## src/rtl/lab3_pkg.sv

```systemverilog
`default_nettype none
// +--------------------------------------------------------------------------+
// | Module      : lab3_pkg                                                   |
// | Description : Shared types and constants for the LAB3 pattern master:    |
// |               default symbol width, default buffer depth, FSM state      |
// |               encoding and an address-width helper.                      |
// | Revision    : 1.0 - initial release                                      |
// +--------------------------------------------------------------------------+
package lab3_pkg;

  localparam int LAB3_SYM_W  = 3;
  localparam int LAB3_DEPTH  = 16;
  localparam int LAB3_ADDR_W = $clog2(LAB3_DEPTH);

  typedef enum logic [2:0] {
    ST_IDLE = 3'd0,
    ST_SEND = 3'd1,
    ST_WAIT = 3'd2,
    ST_RECV = 3'd3,
    ST_DONE = 3'd4
  } state_e;

  // Index width for a table of 'depth' entries; never narrower than one bit.
  function automatic int addr_w(input int depth);
    return (depth > 1) ? $clog2(depth) : 1;
  endfunction

endpackage
`default_nettype wire

```

## src/rtl/lab3_sym_buf.sv

```systemverilog
`default_nettype none
// +--------------------------------------------------------------------------+
// | Module      : lab3_sym_buf                                               |
// | Description : DEPTH x WIDTH symbol store, synchronous write and          |
// |               asynchronous (combinational) read. Contents are not reset. |
// | Ports       : clk                 write clock                            |
// |               i_we/i_waddr/i_wdata write port                            |
// |               i_raddr/o_rdata      combinational read port               |
// | Revision    : 1.0 - initial release                                      |
// +--------------------------------------------------------------------------+
module lab3_sym_buf
  import lab3_pkg::*;
#(
  parameter int DEPTH  = LAB3_DEPTH,
  parameter int WIDTH  = LAB3_SYM_W,
  localparam int ADDR_W = addr_w(DEPTH)
) (
  input  logic              clk,
  input  logic              i_we,
  input  logic [ADDR_W-1:0] i_waddr,
  input  logic [WIDTH-1:0]  i_wdata,
  input  logic [ADDR_W-1:0] i_raddr,
  output logic [WIDTH-1:0]  o_rdata
);

  logic [WIDTH-1:0] mem_q [DEPTH];

  always_ff @(posedge clk) begin
    if (i_we) begin
      mem_q[i_waddr] <= i_wdata;
    end
  end

  assign o_rdata = mem_q[i_raddr];

endmodule
`default_nettype wire

```

## src/rtl/lab3_pattern_master.sv

```systemverilog
`default_nettype none
// +--------------------------------------------------------------------------+
// | Module      : lab3_pattern_master                                        |
// | Description : Replays a host-loaded frame of symbols on IN_VALID/INPUT,  |
// |               then captures the OUT_VALID/OUT response burst into a      |
// |               readable buffer. Sticky timeout/overflow status.           |
// | Ports       : CLK, RST (async, active-low)                               |
// |               clear/load_en/load_data/start : host control (IDLE only)   |
// |               IN_VALID/INPUT                : stimulus to LAB3           |
// |               OUT_VALID/OUT                 : response from LAB3         |
// |               busy/done/timeout/overflow    : status                     |
// |               tx_count/rx_count             : buffer fill levels         |
// |               rd_addr/rd_data               : RX buffer read port        |
// | Revision    : 1.0 - initial release                                      |
// +--------------------------------------------------------------------------+
module lab3_pattern_master
  import lab3_pkg::*;
#(
  parameter int DEPTH   = LAB3_DEPTH,
  parameter int TIMEOUT = 1000,
  parameter int SYM_W   = LAB3_SYM_W,
  localparam int ADDR_W  = addr_w(DEPTH),
  localparam int CNT_W   = ADDR_W + 1
) (
  input  logic              CLK,
  input  logic              RST,
  input  logic              clear,
  input  logic              load_en,
  input  logic [SYM_W-1:0]  load_data,
  input  logic              start,
  output logic              IN_VALID,
  output logic [SYM_W-1:0]  INPUT,
  input  logic              OUT_VALID,
  input  logic [SYM_W-1:0]  OUT,
  output logic              busy,
  output logic              done,
  output logic              timeout,
  output logic              overflow,
  output logic [CNT_W-1:0]  tx_count,
  output logic [CNT_W-1:0]  rx_count,
  input  logic [ADDR_W-1:0] rd_addr,
  output logic [SYM_W-1:0]  rd_data
);

  // Timer only has to reach TIMEOUT-1 before the FSM leaves WAIT.
  localparam int TIMER_W = addr_w(TIMEOUT);
  localparam logic [CNT_W-1:0]   FULL_CNT   = CNT_W'(DEPTH);
  localparam logic [TIMER_W-1:0] TIMER_LAST = TIMER_W'(TIMEOUT - 1);

  state_e             state_q,    state_d;
  logic [CNT_W-1:0]   send_idx_q, send_idx_d;
  logic [TIMER_W-1:0] timer_q,    timer_d;
  logic               in_valid_q, in_valid_d;
  logic [SYM_W-1:0]   sym_out_q,  sym_out_d;
  logic               busy_q,     busy_d;
  logic               done_q,     done_d;
  logic               timeout_q,  timeout_d;
  logic               overflow_q, overflow_d;
  logic [CNT_W-1:0]   tx_count_q, tx_count_d;
  logic [CNT_W-1:0]   rx_count_q, rx_count_d;

  logic               tx_we;
  logic [ADDR_W-1:0]  tx_raddr;
  logic [SYM_W-1:0]   tx_rdata;
  logic               rx_we;
  logic [ADDR_W-1:0]  rx_waddr;

  // In IDLE the TX buffer is pre-read at entry 0 so the first symbol can be
  // registered on the same edge that accepts start.
  assign tx_raddr = (state_q == ST_SEND) ? send_idx_q[ADDR_W-1:0] : '0;

  lab3_sym_buf #(.DEPTH(DEPTH), .WIDTH(SYM_W)) u_tx_buf (
    .clk     (CLK),
    .i_we    (tx_we),
    .i_waddr (tx_count_q[ADDR_W-1:0]),
    .i_wdata (load_data),
    .i_raddr (tx_raddr),
    .o_rdata (tx_rdata)
  );

  lab3_sym_buf #(.DEPTH(DEPTH), .WIDTH(SYM_W)) u_rx_buf (
    .clk     (CLK),
    .i_we    (rx_we),
    .i_waddr (rx_waddr),
    .i_wdata (OUT),
    .i_raddr (rd_addr),
    .o_rdata (rd_data)
  );

  always_comb begin
    state_d    = state_q;
    send_idx_d = send_idx_q;
    timer_d    = timer_q;
    in_valid_d = in_valid_q;
    sym_out_d  = sym_out_q;
    timeout_d  = timeout_q;
    overflow_d = overflow_q;
    tx_count_d = tx_count_q;
    rx_count_d = rx_count_q;
    tx_we      = 1'b0;
    rx_we      = 1'b0;
    rx_waddr   = '0;

    case (state_q)
      ST_IDLE: begin
        if (clear) begin
          tx_count_d = '0;
        end else if (load_en) begin
          if (tx_count_q != FULL_CNT) begin
            tx_we      = 1'b1;
            tx_count_d = tx_count_q + 1'b1;
          end
        end else if (start && (tx_count_q != '0)) begin
          rx_count_d = '0;
          timeout_d  = 1'b0;
          overflow_d = 1'b0;
          timer_d    = '0;
          in_valid_d = 1'b1;
          sym_out_d  = tx_rdata;
          send_idx_d = CNT_W'(1);
          state_d    = ST_SEND;
        end
      end
      ST_SEND: begin
        if (send_idx_q == tx_count_q) begin
          in_valid_d = 1'b0;
          sym_out_d  = '0;
          state_d    = ST_WAIT;
        end else begin
          sym_out_d  = tx_rdata;
          send_idx_d = send_idx_q + 1'b1;
        end
      end
      ST_WAIT: begin
        timer_d = timer_q + 1'b1;
        // A response on the expiry cycle is still captured.
        if (OUT_VALID) begin
          rx_we      = 1'b1;
          rx_count_d = CNT_W'(1);
          state_d    = ST_RECV;
        end else if (timer_q == TIMER_LAST) begin
          timeout_d = 1'b1;
          state_d   = ST_DONE;
        end
      end
      ST_RECV: begin
        if (OUT_VALID) begin
          if (rx_count_q != FULL_CNT) begin
            rx_we      = 1'b1;
            rx_waddr   = rx_count_q[ADDR_W-1:0];
            rx_count_d = rx_count_q + 1'b1;
          end else begin
            overflow_d = 1'b1;
          end
        end else begin
          state_d = ST_DONE;
        end
      end
      ST_DONE: begin
        state_d = ST_IDLE;
      end
      default: begin
        state_d = ST_IDLE;
      end
    endcase

    // Registered status follows the next state so it lines up with it.
    busy_d = (state_d != ST_IDLE);
    done_d = (state_d == ST_DONE);
  end

  always_ff @(posedge CLK or negedge RST) begin
    if (!RST) begin
      state_q    <= ST_IDLE;
      send_idx_q <= '0;
      timer_q    <= '0;
      in_valid_q <= 1'b0;
      sym_out_q  <= '0;
      busy_q     <= 1'b0;
      done_q     <= 1'b0;
      timeout_q  <= 1'b0;
      overflow_q <= 1'b0;
      tx_count_q <= '0;
      rx_count_q <= '0;
    end else begin
      state_q    <= state_d;
      send_idx_q <= send_idx_d;
      timer_q    <= timer_d;
      in_valid_q <= in_valid_d;
      sym_out_q  <= sym_out_d;
      busy_q     <= busy_d;
      done_q     <= done_d;
      timeout_q  <= timeout_d;
      overflow_q <= overflow_d;
      tx_count_q <= tx_count_d;
      rx_count_q <= rx_count_d;
    end
  end

  assign IN_VALID = in_valid_q;
  assign INPUT    = sym_out_q;
  assign busy     = busy_q;
  assign done     = done_q;
  assign timeout  = timeout_q;
  assign overflow = overflow_q;
  assign tx_count = tx_count_q;
  assign rx_count = rx_count_q;

endmodule
`default_nettype wire

```

## config.mk

```make
export PLATFORM = sky130hd
export DESIGN_NAME = lab3_pattern_master
export DESIGN_NICKNAME = d
export VERILOG_FILES = /design/src/rtl/lab3_pkg.sv /design/src/rtl/lab3_sym_buf.sv /design/src/rtl/lab3_pattern_master.sv
export SDC_FILE = /design/constraint.sdc
export NUM_CORES = 1
export LEC_CHECK = 0
export BUFFER_PORTS_ARGS = -buffer_cell sky130_fd_sc_hd__buf_2
export CORE_MARGIN = 5
export CORE_UTILIZATION = 40
export DETAILED_ROUTE_END_ITERATION = 8
export PLACE_DENSITY = 0.57
export SLEW_MARGIN = 10
export SYNTH_ARGS = -nofsm -noshare
export SYNTH_HDL_FRONTEND = slang
export SYNTH_SLANG_ARGS = --single-unit
```

## constraint.sdc

```tcl
create_clock -name CLK -period 4.9 [get_ports CLK]
set_clock_uncertainty 0.2 [all_clocks]
set_input_delay 0.98 -clock CLK [delete_from_list [all_inputs] [get_ports CLK]]
set_output_delay 0.98 -clock CLK [all_outputs]
set_load 0.02 [all_outputs]
```

Word-level counts from Yosys, hierarchy flattened --
Memory sizes are Yosys's and may differ from the RTL's. Cells that the tools add are included. Widths: inputs -> output; s select.
Storage, ports and cells: flip-flop bits (word level) 36, bits in writable memories 96, bits of input ports 16, word-level logic and storage cells 116, memories kept 2
Memory list:
- u_rx_buf.mem_q | words 16, bits a word 3, rd ports 1, clocked after Yosys merged registers in 0, wr ports 1, line lab3_sym_buf.sv:26 | logic [WIDTH-1:0] mem_q [DEPTH];
- u_tx_buf.mem_q | words 16, bits a word 3, rd ports 1, clocked after Yosys merged registers in 0, wr ports 1, line lab3_sym_buf.sv:26
Operators by class: add/sub/neg operators 4, equality and inequality tests 19, mux-type cells 62, reductions and logical operators 18
Operator list (count):
- $mux 5 | 13
- $mux 3 | 11
- $mux 10 | 3
- $mux 1 | 22
- $ne 2x2->1 const B | 10
- $pmux 10 s2 | 1
- $mux 4 | 4
- $add 5x1->5 const B | 3
- $pmux 5 s3 | 1
- $pmux 3 s4 | 1
- $reduce_and 6->1 | 2
- $add 10x1->10 const B | 1
- $eq 10x10->1 const B | 1
- $ne 5x5->1 const B | 2
- $pmux 5 s2 | 1
- $reduce_and 5->1 | 2
- $reduce_bool 2->1 | 5
- $pmux 1 s2 | 4
- $reduce_and 4->1 | 2
- $reduce_and 7->1 | 1
- $eq 3x2->1 const B | 2
- $pmux 3 s2 | 1
- $reduce_bool 3->1 | 2
- $eq 5x5->1 | 1
- other kinds (7) | 7

Logic depth before layout (Yosys ltp) --
depth after elaboration 7, mapped depth 8

Modules after synthesis --
From an unflattened synthesis, not the netlist that was laid out.
Second synthesis, totals: cell total of the unflattened synthesis 411, area total of the unflattened synthesis 5970.7 um^2
Modules (own cells, without submodules):
- lab3_sym_buf | times used 2, cells an instance 100, area each 1951.9 um^2, seq. area each 1441.4 um^2
- lab3_pattern_master | times used 1, cells an instance 211, area each 2067.0 um^2, seq. area each 900.9 um^2

Worst setup path after synthesis --
Ideal clock, no wire load.
kind input to output, start in rd_addr[0], end out rd_data[0], data arrival time 2.316 ns, required time 3.720 ns, setup slack 1.404 ns, cell stages on the path 3, path buffers 1, cell sequence buf_2 mux4_2 mux4_2
On the way: longest elaborated chain between the ends 1
Ends and longest elaborated chain:
- start, declared | line lab3_pattern_master.sv:41 | input logic [ADDR_W-1:0] rd_addr,
- $mem_v2 16x3
- end, declared | line lab3_pattern_master.sv:42 | output logic [SYM_W-1:0] rd_data
No other way between the ends.

Final worst setup path --
start in rd_addr[0], end out rd_data[1]
Same word-level chain as after synthesis.

==> results.md <==
* Largest net degree at the start of global routing at 37
* Initial Util at about two fifths
* Tightest Hold Check Type: register to register
* FMAX at 269 MHz
* VDD IR max at roughly 0.00023 V
* Main synth FF type: edfxtp_1
* Mean number of vias per cell at approximately 5.6
* N_diodes at 0
* GP Congestion at between 0.8 and 0.9
* Setup fix buffers added after clock tree synthesis at 0
* Initial antenna violation count at 0
* Detailed Route Iter0 Violations at 365
* Post-synthesis area per instance at 13.2 um^2
* Via count of the first global-routing pass at approximately 3,900
* WS Path Type: input pin to primary output
* Worst endpoint required time at 3.72 ns
* First-pass GRT wire length at 21.1 mm
* Unrepaired setup endpoints after global routing: false
* Worst hold endpoint: timeout
* Synth warn at 0
* Startpoint types: input pin
* CP Capture Type: primary output
* Synth cell count leaders: 96 x edfxtp_1, 53 x nor2_1, 36 x dfrtp_1, 32 x nand2_1, 20 x a21oi_1
* Slew Limit Fails at 0
* R2R cell count at 4
* Hold depth at 2
* Register area share after synthesis at 64.4%
* Port-buffer cells at 36
* Design Area, Final at 6780 um^2
* Share of cells above drive strength 1 at between 10% and 20%
* Die H at around 130 um
* Syn_nets at 468
* Post-route ant nets at 0
* Reg-to-reg slack, setup at between 2 and 2.5 ns
* EDFF count, synth at 96
* FF-to-FF End: u_tx_buf.mem_q[3][2]
* HP Start: timeout
* Hold-fix buffers, CTS at 0
* Crit-path max FO at 12
* Power per Cell Area at around 550 nW/um^2
* Area growth, synth to finish at 15.4%
* Leakage at 0.00247 uW
* Htree depth at 4
* Area share of the leading cell type in the synthesized netlist at about half
* Final setup viols at 0
* R2R Path Start: state_q[1]
* Final setup TNS at 0 ns
* Synth area leader: edfxtp_1
* Core footprint at approximately 14,000 um^2
* DR vias at about 3,800
* Arr. time, crit path at 2.53 ns
* DP HPWL at 8.70 mm
* Flops & latches, synth at 132
* Gr ovfl total at 0
* CTS Buffer Depth at 2
* GRT Util Overall at roughly 15%
* # fillers at 1,311
* Number of placement rows at 44
* Minimum clock period at approximately 3.7 ns
* First-pass iteration count of the detailed router at 4
* Clock latency on the worst-skew pair at 0.42 ns
* Fin. Hold Viols at 0
* Reg clk slew, reported paths at 0.05 ns
* Post-CTS resize count at 0
* Mapped Area at roughly 5900 um^2
* Status: completed
* Async set-reset flop share out of synthesis at a little over a quarter
* Worst-margin pin slew at 0.851 ns
* Maximum capacitance violations at 0
* Syn Inst Count at between 400 and 500
* Clk Tree Root Cell: clkbuf_16
* CTS sink cnt at 132
* TritonCTS Buffers at 17
* Most frequent cell after synthesis: edfxtp_1
* Top cells by area, synth: edfxtp_1 49%, dfrtp_1 15%, mux4_2 5.7%
* Post-DP Area at a little over 6000 um^2
* Count of nets after finishing at approximately 510
* Die width at around 130 um
* CTS tree: yes
* Routed wire length at between 10 and 15 mm
* Num ports at 37
* Max-slew headroom at a little over two fifths
* Fin crit share at 75.8%
* Drt wl/cell at approximately 19 um
* Die area at between 15,000 and 20,000 um^2
* DRC at 0
* Synth cell types at between 40 and 50
## state kept, by name, indices dropped and copies added, names as in the netlist, 3 cells and up
signal          cells
INPUT               3
rx_count            5
send_idx_q          5
state_q             3
timer_q            10
tx_count            5
u_rx_buf.mem_q     48
u_tx_buf.mem_q     48
## metrics by stage
step / power [uW] / setup WS (ns) / hold WS, ns / cells / utilization, %
after global routing: 4000 / 1.10 / 0.358 / 680 / 46.8
after detailed placement: 2590 / 1.17 / 0.296 / 648 / 43.0
after global placement: 2570 / 1.21 / 0.286 / 648 / 43.0
after floorplan: 2290 / 1.40 / 0.296 / 444 / -
after CTS: 3790 / 1.16 / 0.309 / 680 / 46.8
final: 3760 / 1.19 / 0.299 / 680 / 46.8
## area by class of cell
| cell class | count | area (um^2) | area share (%) |
|---|---|---|---|
| inverter | 10 | 37.5 | 0.553 |
| sequential | 132 | 3780 | 55.8 |
| tap | 184 | 230 | 3.39 |
| clock inverter | 12 | 114 | 1.68 |
| timing repair buffer | 40 | 210 | 3.10 |
| multi-input combinational | 282 | 1970 | 29.1 |
| clock buffer | 20 | 437 | 6.44 |
## cells by family after synthesis
family	count (synthesis)	share of synthesized area (%)
adders and majority gates	8	1.70
AOI/OAI and AO/OA	72	7.71
and+or+nand+nor	154	13.0
xor gates and xnor gates	14	2.09
DFF	132	64.4
muxes	34	9.05
buffers and inverters	30	2.07
## layout by cell type (no fill, tap or decap), drive strengths merged, types with 3 or more instances in the layout
| cell | netlist | final |
|---|---|---|
| clkinv | 0 | 9 |
| a31oi | 7 | 7 |
| mux2i | 16 | 16 |
| and3 | 3 | 3 |
| nor4bb | 3 | 3 |
| nand3 | 13 | 13 |
| inv | 10 | 10 |
| nand2 | 32 | 32 |
| mux4 | 15 | 15 |
| clkbuf | 18 | 20 |
| mux2 | 3 | 3 |
| ha | 8 | 8 |
| dfrtp | 36 | 36 |
| o211ai | 4 | 4 |
| or3 | 6 | 6 |
| xnor2 | 3 | 3 |
| nand2b | 11 | 11 |
| nor2 | 53 | 53 |
| buf | 2 | 40 |
| a22o | 3 | 3 |
| nor3 | 10 | 10 |
| a211oi | 3 | 3 |
| o31ai | 5 | 5 |
| edfxtp | 96 | 96 |
| a21oi | 20 | 20 |
| o41ai | 3 | 3 |
| nor2b | 4 | 4 |
| xor2 | 11 | 11 |
| nand4 | 7 | 7 |
| o21ai | 17 | 17 |
## critical path, cell delays in order
cell,delay (ns)
buf_2,0.33
mux4_2,0.57
mux4_2,0.47
buf_2,0.17
## metal layers
layer | wire (um) | vias to the layer above | global-route usage (%)
met4 | 261 | 0 | 6.24
met1 | 5760 | 1908 | 20.9
met5 | 0 | - | 0
met3 | 531 | 20 | 3.86
li1 | - | 1757 | -
met2 | 6230 | 102 | 24.2
## how the worst max path moves through the flow
stage,startpoint,end,slack [ns]
2_1_floorplan,rd_addr[0],rd_data[0],1.40
3_3_place_gp,rd_addr[0],rd_data[1],1.21
3_5_place_dp,rd_addr[0],rd_data[1],1.17
4_1_cts,rd_addr[0],rd_data[1],1.16
5_1_grt,rd_addr[0],rd_data[1],1.10
6_report,rd_addr[0],rd_data[1],1.19
## where the power goes
| group | switching (uW) | total (uW) | internal (uW) |
|---|---|---|---|
| Combinational | 580 | 1010 | 426 |
| Sequential | 234 | 1570 | 1330 |
| Clock | 445 | 1180 | 738 |
| Total | 1260 | 3760 | 2500 |
Power figures use the tool's default switching activity.
